## config.mk

```make
export PLATFORM = sky130hd
export DESIGN_NAME = mcdf_formatter
export DESIGN_NICKNAME = d
export VERILOG_FILES = /design/src/rtl/mcdf_pkg.sv /design/src/rtl/mcdf_fmt_ctrl.sv /design/src/rtl/mcdf_formatter.sv
export SDC_FILE = /design/constraint.sdc
export NUM_CORES = 1
export LEC_CHECK = 0
export CAP_MARGIN = 20
export CORE_ASPECT_RATIO = 1.2
export CORE_UTILIZATION = 54
export CTS_BUF_LIST = sky130_fd_sc_hd__clkbuf_4 sky130_fd_sc_hd__clkbuf_8
export CTS_CLUSTER_DIAMETER = 150
export DETAILED_ROUTE_END_ITERATION = 12
export DONT_BUFFER_PORTS = 1
export PLACE_DENSITY = 0.66
export SLEW_MARGIN = 20
export SYNTH_ARGS = -nofsm -noshare
export SYNTH_HDL_FRONTEND = slang
export SYNTH_HIERARCHICAL = 1
export SYNTH_SLANG_ARGS = --single-unit
```

## constraint.sdc

```tcl
create_clock -name clk_i -period 2.1 [get_ports clk_i]
set_input_delay 0.63 -clock clk_i [delete_from_list [all_inputs] [get_ports clk_i]]
set_output_delay 0.63 -clock clk_i [all_outputs]
set_load 0.05 [all_outputs]
```

## src/rtl/mcdf_pkg.sv

```systemverilog
// rtl/mcdf_pkg.sv - shared MCDF types, length constants and length decode
package mcdf_pkg;

    localparam int LEN_W = 6;

    localparam logic [LEN_W-1:0] LEN_4  = LEN_W'(4);
    localparam logic [LEN_W-1:0] LEN_8  = LEN_W'(8);
    localparam logic [LEN_W-1:0] LEN_16 = LEN_W'(16);
    localparam logic [LEN_W-1:0] LEN_32 = LEN_W'(32);

    typedef enum logic [1:0] {
        IDLE = 2'd0,
        REQ  = 2'd1,
        SEND = 2'd2
    } fmt_state_e;

    // Selects above 3 are reserved and saturate to the longest packet.
    function automatic logic [LEN_W-1:0] pkglen_decode(input logic [2:0] sel);
        logic [LEN_W-1:0] len;
        case (sel)
            3'd0:    len = LEN_4;
            3'd1:    len = LEN_8;
            3'd2:    len = LEN_16;
            default: len = LEN_32;
        endcase
        return len;
    endfunction

endpackage

```

## src/rtl/mcdf_fmt_ctrl.sv

```systemverilog
// rtl/mcdf_fmt_ctrl.sv - formatter FSM, word counter and handshake outputs
module mcdf_fmt_ctrl
    import mcdf_pkg::*;
#(
    parameter int LENW = LEN_W
) (
    input  logic            clk_i,
    input  logic            rst_i,
    input  logic            a2f_val_i,
    input  logic [1:0]      a2f_id_i,
    input  logic [2:0]      a2f_pkglen_sel_i,
    input  logic            fmt_grant_i,
    output logic            f2a_id_req_o,
    output logic            f2a_ack_o,
    output logic            fmt_req_o,
    output logic [1:0]      fmt_chid_o,
    output logic [LENW-1:0] fmt_length_o,
    output logic            fmt_valid_o,
    output logic            fmt_start_o,
    output logic            fmt_end_o
);

    fmt_state_e      state;
    logic [LENW-2:0] cnt;
    logic [LENW-2:0] last_idx;
    logic            accept;

    // Length is at most 32, so length-1 always fits the narrower counter.
    assign last_idx = (LENW-1)'(fmt_length_o - 1'b1);
    assign accept   = a2f_val_i && f2a_ack_o;

    // State, counter and every handshake/marker output registered together.
    always_ff @(posedge clk_i or posedge rst_i) begin
        if (rst_i) begin
            state        <= IDLE;
            cnt          <= '0;
            f2a_id_req_o <= 1'b0;
            f2a_ack_o    <= 1'b0;
            fmt_req_o    <= 1'b0;
            fmt_chid_o   <= '0;
            fmt_length_o <= '0;
            fmt_valid_o  <= 1'b0;
            fmt_start_o  <= 1'b0;
            fmt_end_o    <= 1'b0;
        end else begin
            fmt_valid_o <= 1'b0;
            fmt_start_o <= 1'b0;
            fmt_end_o   <= 1'b0;
            case (state)
                IDLE: begin
                    if (a2f_val_i) begin
                        fmt_chid_o   <= a2f_id_i;
                        fmt_length_o <= LENW'(pkglen_decode(a2f_pkglen_sel_i));
                        f2a_id_req_o <= 1'b0;
                        fmt_req_o    <= 1'b1;
                        state        <= REQ;
                    end else begin
                        f2a_id_req_o <= 1'b1;
                    end
                end
                REQ: begin
                    if (fmt_grant_i) begin
                        cnt       <= '0;
                        fmt_req_o <= 1'b0;
                        f2a_ack_o <= 1'b1;
                        state     <= SEND;
                    end
                end
                SEND: begin
                    if (accept) begin
                        fmt_valid_o <= 1'b1;
                        fmt_start_o <= (cnt == '0);
                        fmt_end_o   <= (cnt == last_idx);
                        if (cnt == last_idx) begin
                            f2a_ack_o    <= 1'b0;
                            f2a_id_req_o <= 1'b1;
                            state        <= IDLE;
                        end else begin
                            cnt <= cnt + 1'b1;
                        end
                    end
                end
                default: state <= IDLE;
            endcase
        end
    end

endmodule

```

## src/rtl/mcdf_formatter.sv

```systemverilog
// rtl/mcdf_formatter.sv - MCDF cut-through packet formatter top
module mcdf_formatter
    import mcdf_pkg::*;
#(
    parameter int DW   = 32,
    parameter int LENW = LEN_W
) (
    input  logic            clk_i,
    input  logic            rst_i,
    output logic            f2a_id_req_o,
    output logic            f2a_ack_o,
    input  logic            a2f_val_i,
    input  logic [1:0]      a2f_id_i,
    input  logic [DW-1:0]   a2f_data_i,
    input  logic [2:0]      a2f_pkglen_sel_i,
    output logic            fmt_req_o,
    input  logic            fmt_grant_i,
    output logic [1:0]      fmt_chid_o,
    output logic [LENW-1:0] fmt_length_o,
    output logic            fmt_valid_o,
    output logic [DW-1:0]   fmt_data_o,
    output logic            fmt_start_o,
    output logic            fmt_end_o
);

    logic accept;

    assign accept = a2f_val_i && f2a_ack_o;

    mcdf_fmt_ctrl #(
        .LENW(LENW)
    ) u_ctrl (
        .clk_i            (clk_i),
        .rst_i            (rst_i),
        .a2f_val_i        (a2f_val_i),
        .a2f_id_i         (a2f_id_i),
        .a2f_pkglen_sel_i (a2f_pkglen_sel_i),
        .fmt_grant_i      (fmt_grant_i),
        .f2a_id_req_o     (f2a_id_req_o),
        .f2a_ack_o        (f2a_ack_o),
        .fmt_req_o        (fmt_req_o),
        .fmt_chid_o       (fmt_chid_o),
        .fmt_length_o     (fmt_length_o),
        .fmt_valid_o      (fmt_valid_o),
        .fmt_start_o      (fmt_start_o),
        .fmt_end_o        (fmt_end_o)
    );

    // Single output stage: capture each accepted word, hold it through bubbles.
    always_ff @(posedge clk_i or posedge rst_i) begin
        if (rst_i) begin
            fmt_data_o <= '0;
        end else if (accept) begin
            fmt_data_o <= a2f_data_i;
        end
    end

endmodule

```

; ---- Word level (Yosys, flattened, before mapping)
; Cells that the tools add are included.
[word_totals]
ff_bits = 53
latch_bits = 0
ram_bits = 0
mem_bits_ro = 0
inputBits = 41
out_inout_bits = 46
n_memories = 0
[classes]
add_sub_neg = 2
multipliers = 0
div_mod_pow = 0
n_lt_le_gt_ge = 0
n_eq_ne = 10
n_shift = 0
n_mux = 27
bitwise = 0
n_reduce_logical = 13
[op_table]
columns = op, count
row1 = case mux 6 bit (3 select lines), 1
row2 = two-way mux 5 bit, 3
row3 = two-way mux 1 bit, 14
row4 = AND reduction 4 bit, 3
row5 = case mux 5 bit (2 select lines), 1
row6 = two-way mux 2 bit, 4
row7 = "inequality test 2 bit, second input constant", 4
row8 = case mux 1 bit (2 select lines), 3
row9 = case mux 2 bit (3 select lines), 1
row10 = AND reduction 3 bit, 2
row11 = nonzero test 2 bit, 3
row12 = "adder 5 x 1 -> 5 bit, second input constant", 1
row13 = == test 5 bit, 1
row14 = zero test 5 bit, 1
row15 = "subtractor 5 x 1 -> 5 bit, second input constant", 1
row16 = "== test 3 x 1 -> 1 bit, second input constant", 1
row17 = "== test 3 x 2 -> 1 bit, second input constant", 1
row18 = zero test 3 bit, 1
row19 = "== test 2 x 1 -> 1 bit, second input constant", 1
row20 = "== test 2 bit, second input constant", 1
row21 = zero test 2 bit, 1
row22 = "inequality test 2 x 1 -> 1 bit, second input constant", 1
row23 = AND reduction 2 bit, 1
row24 = logical AND 1 bit, 1

; ---- Logic depth before layout (Yosys ltp)
[depth]
word_depth = 5
ltp_mapped = 6
ltp_nobuf = 6

; ---- By module
; The synthesis kept the hierarchy.
[by_module_without_submodules]
columns = module, n_inst, cells_each, area_each_um2
row1 = mcdf_formatter, 1, 69, 1348.8
row2 = mcdf_fmt_ctrl, 1, 95, 972.2

; ---- Least setup slack after synthesis
; No wires, ideal clock.
[synth_path]
path_kind = register to register
from = register u_ctrl.fmt_length_o[2]
to = register u_ctrl.cnt[1]
arrival_ps = 1774
required_ps = 2013
slack_ps = 239
path_stages_with_launch = 7
n_path_buf = 0
period_less_slack_ps = 1861
path_cell_list = dfrtp_1 > inv_1 > ha_1 > xor2_1 > nand4_4 > nor4b_4 > a211oi_2
[synth_via]
elab_chain_len = 4
[synth_lines]
columns = element, line_no
row1 = from (decl), mcdf_fmt_ctrl.sv:17  ; output logic [LENW-1:0] fmt_length_o,
row2 = from (signal assigned), mcdf_fmt_ctrl.sv:53  ; fmt_length_o <= LENW'(pkglen_decode(a2f_pkglen_sel_i));
row3 = subtractor 5 x 1 -> 5 bit, mcdf_fmt_ctrl.sv:29  ; assign last_idx = (LENW-1)'(fmt_length_o - 1'b1);
row4 = == test 5 bit, mcdf_fmt_ctrl.sv:74  ; if (cnt == last_idx) begin
row5 = inequality test 2 bit (no line), -
row6 = AND reduction 4 bit (no line), -
row7 = to (signal assigned), mcdf_fmt_ctrl.sv:79  ; cnt <= cnt + 1'b1;
row8 = to (decl), mcdf_fmt_ctrl.sv:24  ; logic [LENW-2:0] cnt;
; No other way between the ends.
; A chain may end at the register's enable or synchronous reset.

; ---- Worst setup path after layout
[layout_path]
from = register u_ctrl.f2a_ack_o
to = output f2a_ack_o
[layout_rtl]
columns = element, line_no
row1 = from (decl), mcdf_fmt_ctrl.sv:14  ; output logic f2a_ack_o,
row2 = from (signal assigned), mcdf_fmt_ctrl.sv:38  ; f2a_ack_o <= 1'b0;
row3 = from (signal assigned), mcdf_fmt_ctrl.sv:65  ; f2a_ack_o <= 1'b1;
row4 = from (signal assigned), mcdf_fmt_ctrl.sv:75  ; f2a_ack_o <= 1'b0;
row5 = to (decl), mcdf_formatter.sv:11  ; output logic f2a_ack_o,
; No word-level cell between the ends.

==> results by group <==
Critical path
  • CP Capture Type: output port
  • Crit-path max FO: 6
  • Crit path max-delay family: flip-flops
  • CP Launch Type: flip-flop
  • Reg-to-Reg End: u_ctrl/cnt[1]
  • Critical path arrival: 1000 ps
  • WP buf/inv: 1
  • FF-to-FF setup slack: 500 ps
  • FF-to-FF path depth: 6
  • CP max stage cell: dfrtp_1
  • Worst path cell trace: buf_4
  • Critical path required time: 1470 ps
  • Largest stage delay on the critical path: 470 ps
  • Crit path kind: flip-flop to output port
  • Worst r2r src: u_ctrl/fmt_length_o[3]

Layout
  • Fillers: 319
  • Final nets: 215
  • Ant diodes: 0
  • Final Cell Area: 2450 um^2
  • Fin cells: 226
  • P&R area growth vs syn: 5.66%
  • Layout cells sized above 1: 30.8%

Flow run
  • Max_cap viols: 0

Outcome
  • Status: completed

Yosys
  • Flops & latches, synth: 51
  • Cells after Synth: 164
  • Syn avg cell area: 14.2 um^2
  • Yosys warns: 6
  • Biggest area consumer among synthesized cells: dfrtp_1
  • Synth top area cells: dfrtp_1 55%, mux2_4 19%, nand2_1 2.9%, buf_12 2.6%, mux2_2 1.9%
  • Synth cell types: 35
  • Yosys top cell area share: 55.0%
  • Part of the Yosys area used for sequential elements: 55.0%
  • Netlist Area Pre-Place: 2320 um^2

Die
  • Die W: 61.8 um
  • Core ar.: 4040 um^2
  • Die Y: 73.8 um
  • DIE AREA: 4570 um^2
  • Site row count: 25
  • Initial Util: 57.5%
  • Ports: 87

Routing
  • Wire per inst: 18.9 um
  • DRT Wirelength: 4.28 mm
  • Vias: 1305
  • Top layer in use: met4
  • Met3 WL: 323 um
  • Routed met1 length: 1.64 mm
  • ANT nets after route: 0
  • DRC Markers: 0
  • Number of DRC markers in iteration 0: 41
  • DR WL met2: 2.26 mm
  • Drt first pass iters: 4
  • Vias per cell: 5.77

Clock network
  • Num CTS Buffers: 5
  • H-Tree Depth: 2
  • CTS tree: built
  • Clock-pin slew on the worst setup and hold paths: 90 ps
  • Hold_buf cts: 0
  • Clk_lat worst skew: 300 ps
  • CTS resizes: 0
  • Clock Tree Buf Depth: 2
  • Root buffer cell: clkbuf_8
  • # clock sinks: 51
  • Post-CTS setup buffer count: 0

STA
  • Setup TNS: 0 ps
  • Clk_skew: 8.85 ps
  • RSZ-0062 raised after global routing: no
  • Final setup fails: 0
  • Hold Vio Cnt, Final: 0
  • Final Max Slew Viols: 0
  • Achievable Freq: 612 MHz
  • Worst setup margin: 467 ps
  • Final worst-path cycle share: 77.8%
  • Rel. slew slack: 50.0%
  • Min cycle time layout: 1630 ps
  • Worst-Margin Slew: 749 ps

Power and ir drop
  • Worst VDD drop: 0.758 mV
  • Clock share of power: 19.5%
  • Leakage: 1.18 nW
  • Int Pwr: 0.00172 W
  • Power share of the combinational group: 23.1%
  • Switch share: 42.8%
  • Pwr Density: 1230 nW/um^2
  • NetSw: 0.00129 W
  • Reg power frac: 57.4%

Placed design
  • Placement Setup Slack: 488 ps
  • Gpl congestion: 0.776
  • DP Area: 2350 um^2
  • Cells after DPL: 218
  • HPWL Detailed: 3.09 mm
  • IO buf count: 0

Global route
  • Gr ovfl total: 0
  • Initial antenna violation count: 0
  • GRT Total Usage: 19.2%
  • First-pass GRT wire length: 6.20 mm
  • Largest net degree at the start of global routing: 33
  • Number of global-route vias before repair: 1319

Worst hold path
  • Min-delay worst type: primary input to asynchronous set/reset pin
==> cells by family after synthesis <==
| group | synth area share [%] |
|---|---|
| buffers and inverters | 4.74 |
| other | 0.162 |
| multiplexers | 22.6 |
| AO/OA/AOI/OAI | 4.53 |
| adder cells (fa/ha/maj) | 1.62 |
| AND/OR/NAND/NOR | 9.60 |
| flip-flops | 55.0 |
| XOR/XNOR | 1.73 |
==> cell type report <==
class / count / area (um^2) / share of cell area, %
Multi-Input combinational cell: 100 / 938 / 38.3
Clock inverter: 2 / 16.3 / 0.663
Clock buffer: 6 / 82.6 / 3.37
Tap cell: 54 / 67.6 / 2.76
Inverter: 7 / 26.3 / 1.07
Sequential cell: 51 / 1280 / 52.0
Timing Repair Buffer: 6 / 45.0 / 1.84
==> worst max-delay path by stage <==
stage                           startpoint              to  slack [ps]  cells past startpoint
floorplan           u_ctrl/fmt_length_o[2]   u_ctrl/cnt[1]         240                      6
finish                    u_ctrl/f2a_ack_o       f2a_ack_o         470                      1
CTS                       u_ctrl/f2a_ack_o       f2a_ack_o         450                      1
global route        u_ctrl/fmt_length_o[3]   u_ctrl/cnt[2]         380                      6
detailed placement               a2f_val_i  fmt_data_o[10]         490                      2
global placement                 a2f_val_i  fmt_data_o[11]         550                      2
==> power by group through the flow <==
stage	Sequential, W	Clock (W)	Combinational, W
6_report	0.00173	0.000588	0.000695
5_1_grt	0.00175	0.000639	0.000752
4_1_cts	0.00173	0.000605	0.000699
3_5_place_dp	0.00175	0	0.000696
3_3_place_gp	0.00174	0	0.000663
2_1_floorplan	0.00179	0	0.000493
==> stage by stage <==
| stage | util, % | power (W) | hold WS (ps) |
|---|---|---|---|
| floorplan | - | 0.00228 | 483 |
| global placement | 58.3 | 0.00240 | 520 |
| detailed placement | 58.3 | 0.00244 | 523 |
| CTS | 60.8 | 0.00303 | 287 |
| global route | 60.8 | 0.00314 | 319 |
| finish | 60.8 | 0.00301 | 285 |
==> cells in the mapped netlist <==
library cell and count:
a211oi_1 1, a211oi_2 1, a21oi_1 4, a221oi_1 1, and4b_1 1, buf_12 3, buf_2 1, buf_4 2
clkbuf_1 1, conb_1 1, dfrtp_1 51, ha_1 3, inv_1 7, mux2_2 4, mux2_4 30, mux2i_1 3
nand2_1 18, nand2_4 1, nand2b_1 1, nand3_1 1, nand4_1 2, nand4_4 1, nand4b_1 1, nor2_1 7
nor2_2 1, nor2b_1 1, nor3_1 2, nor3b_1 1, nor4b_4 1, o21ai_0 6, o311a_1 1, o31ai_1 1
o41ai_1 1, xnor3_1 1, xor2_1 2
==> cell usage in the layout (no fill, tap or decap), drive strengths merged <==
master | Yosys | layout
nor3 | 2 | 2
nand4 | 3 | 3
ha | 3 | 3
conb | 1 | 2
o21ai | 6 | 6
nor4b | 1 | 1
nor2b | 1 | 1
nand2b | 1 | 1
o31ai | 1 | 1
a221oi | 1 | 1
a211oi | 2 | 2
o41ai | 1 | 1
a21oi | 4 | 4
clkbuf | 1 | 6
mux2 | 34 | 34
nand2 | 19 | 19
o311a | 1 | 1
mux2i | 3 | 3
and4b | 1 | 1
buf | 6 | 6
nand4b | 1 | 1
nor2 | 8 | 8
clkinv | 0 | 1
dfrtp | 51 | 51
nand3 | 1 | 1
xnor3 | 1 | 1
nor3b | 1 | 1
inv | 7 | 7
xor2 | 2 | 2
clkinvlp | 0 | 1
==> layer usage <==
metal	up-vias	GRT usage, %
met5	-	0
met4	0	6.67
met1	662	21.2
li1	577	-
met2	61	33.5
met3	5	6.69
==> sequential cells by signal, summed over array words and instances, names as in the netlist <==
| name | cells |
|---|---|
| u_ctrl/cnt | 5 |
| u_ctrl/fmt_length_o | 4 |
| u_ctrl/fmt_end_o | 1 |
| u_ctrl/fmt_chid_o | 2 |
| u_ctrl/fmt_start_o | 1 |
| u_ctrl/fmt_req_o | 1 |
| u_ctrl/state | 2 |
| u_ctrl/fmt_valid_o | 1 |
| fmt_data_o | 32 |
| u_ctrl/f2a_id_req_o | 1 |
| u_ctrl/f2a_ack_o | 1 |
Power figures use the tool's default switching activity.
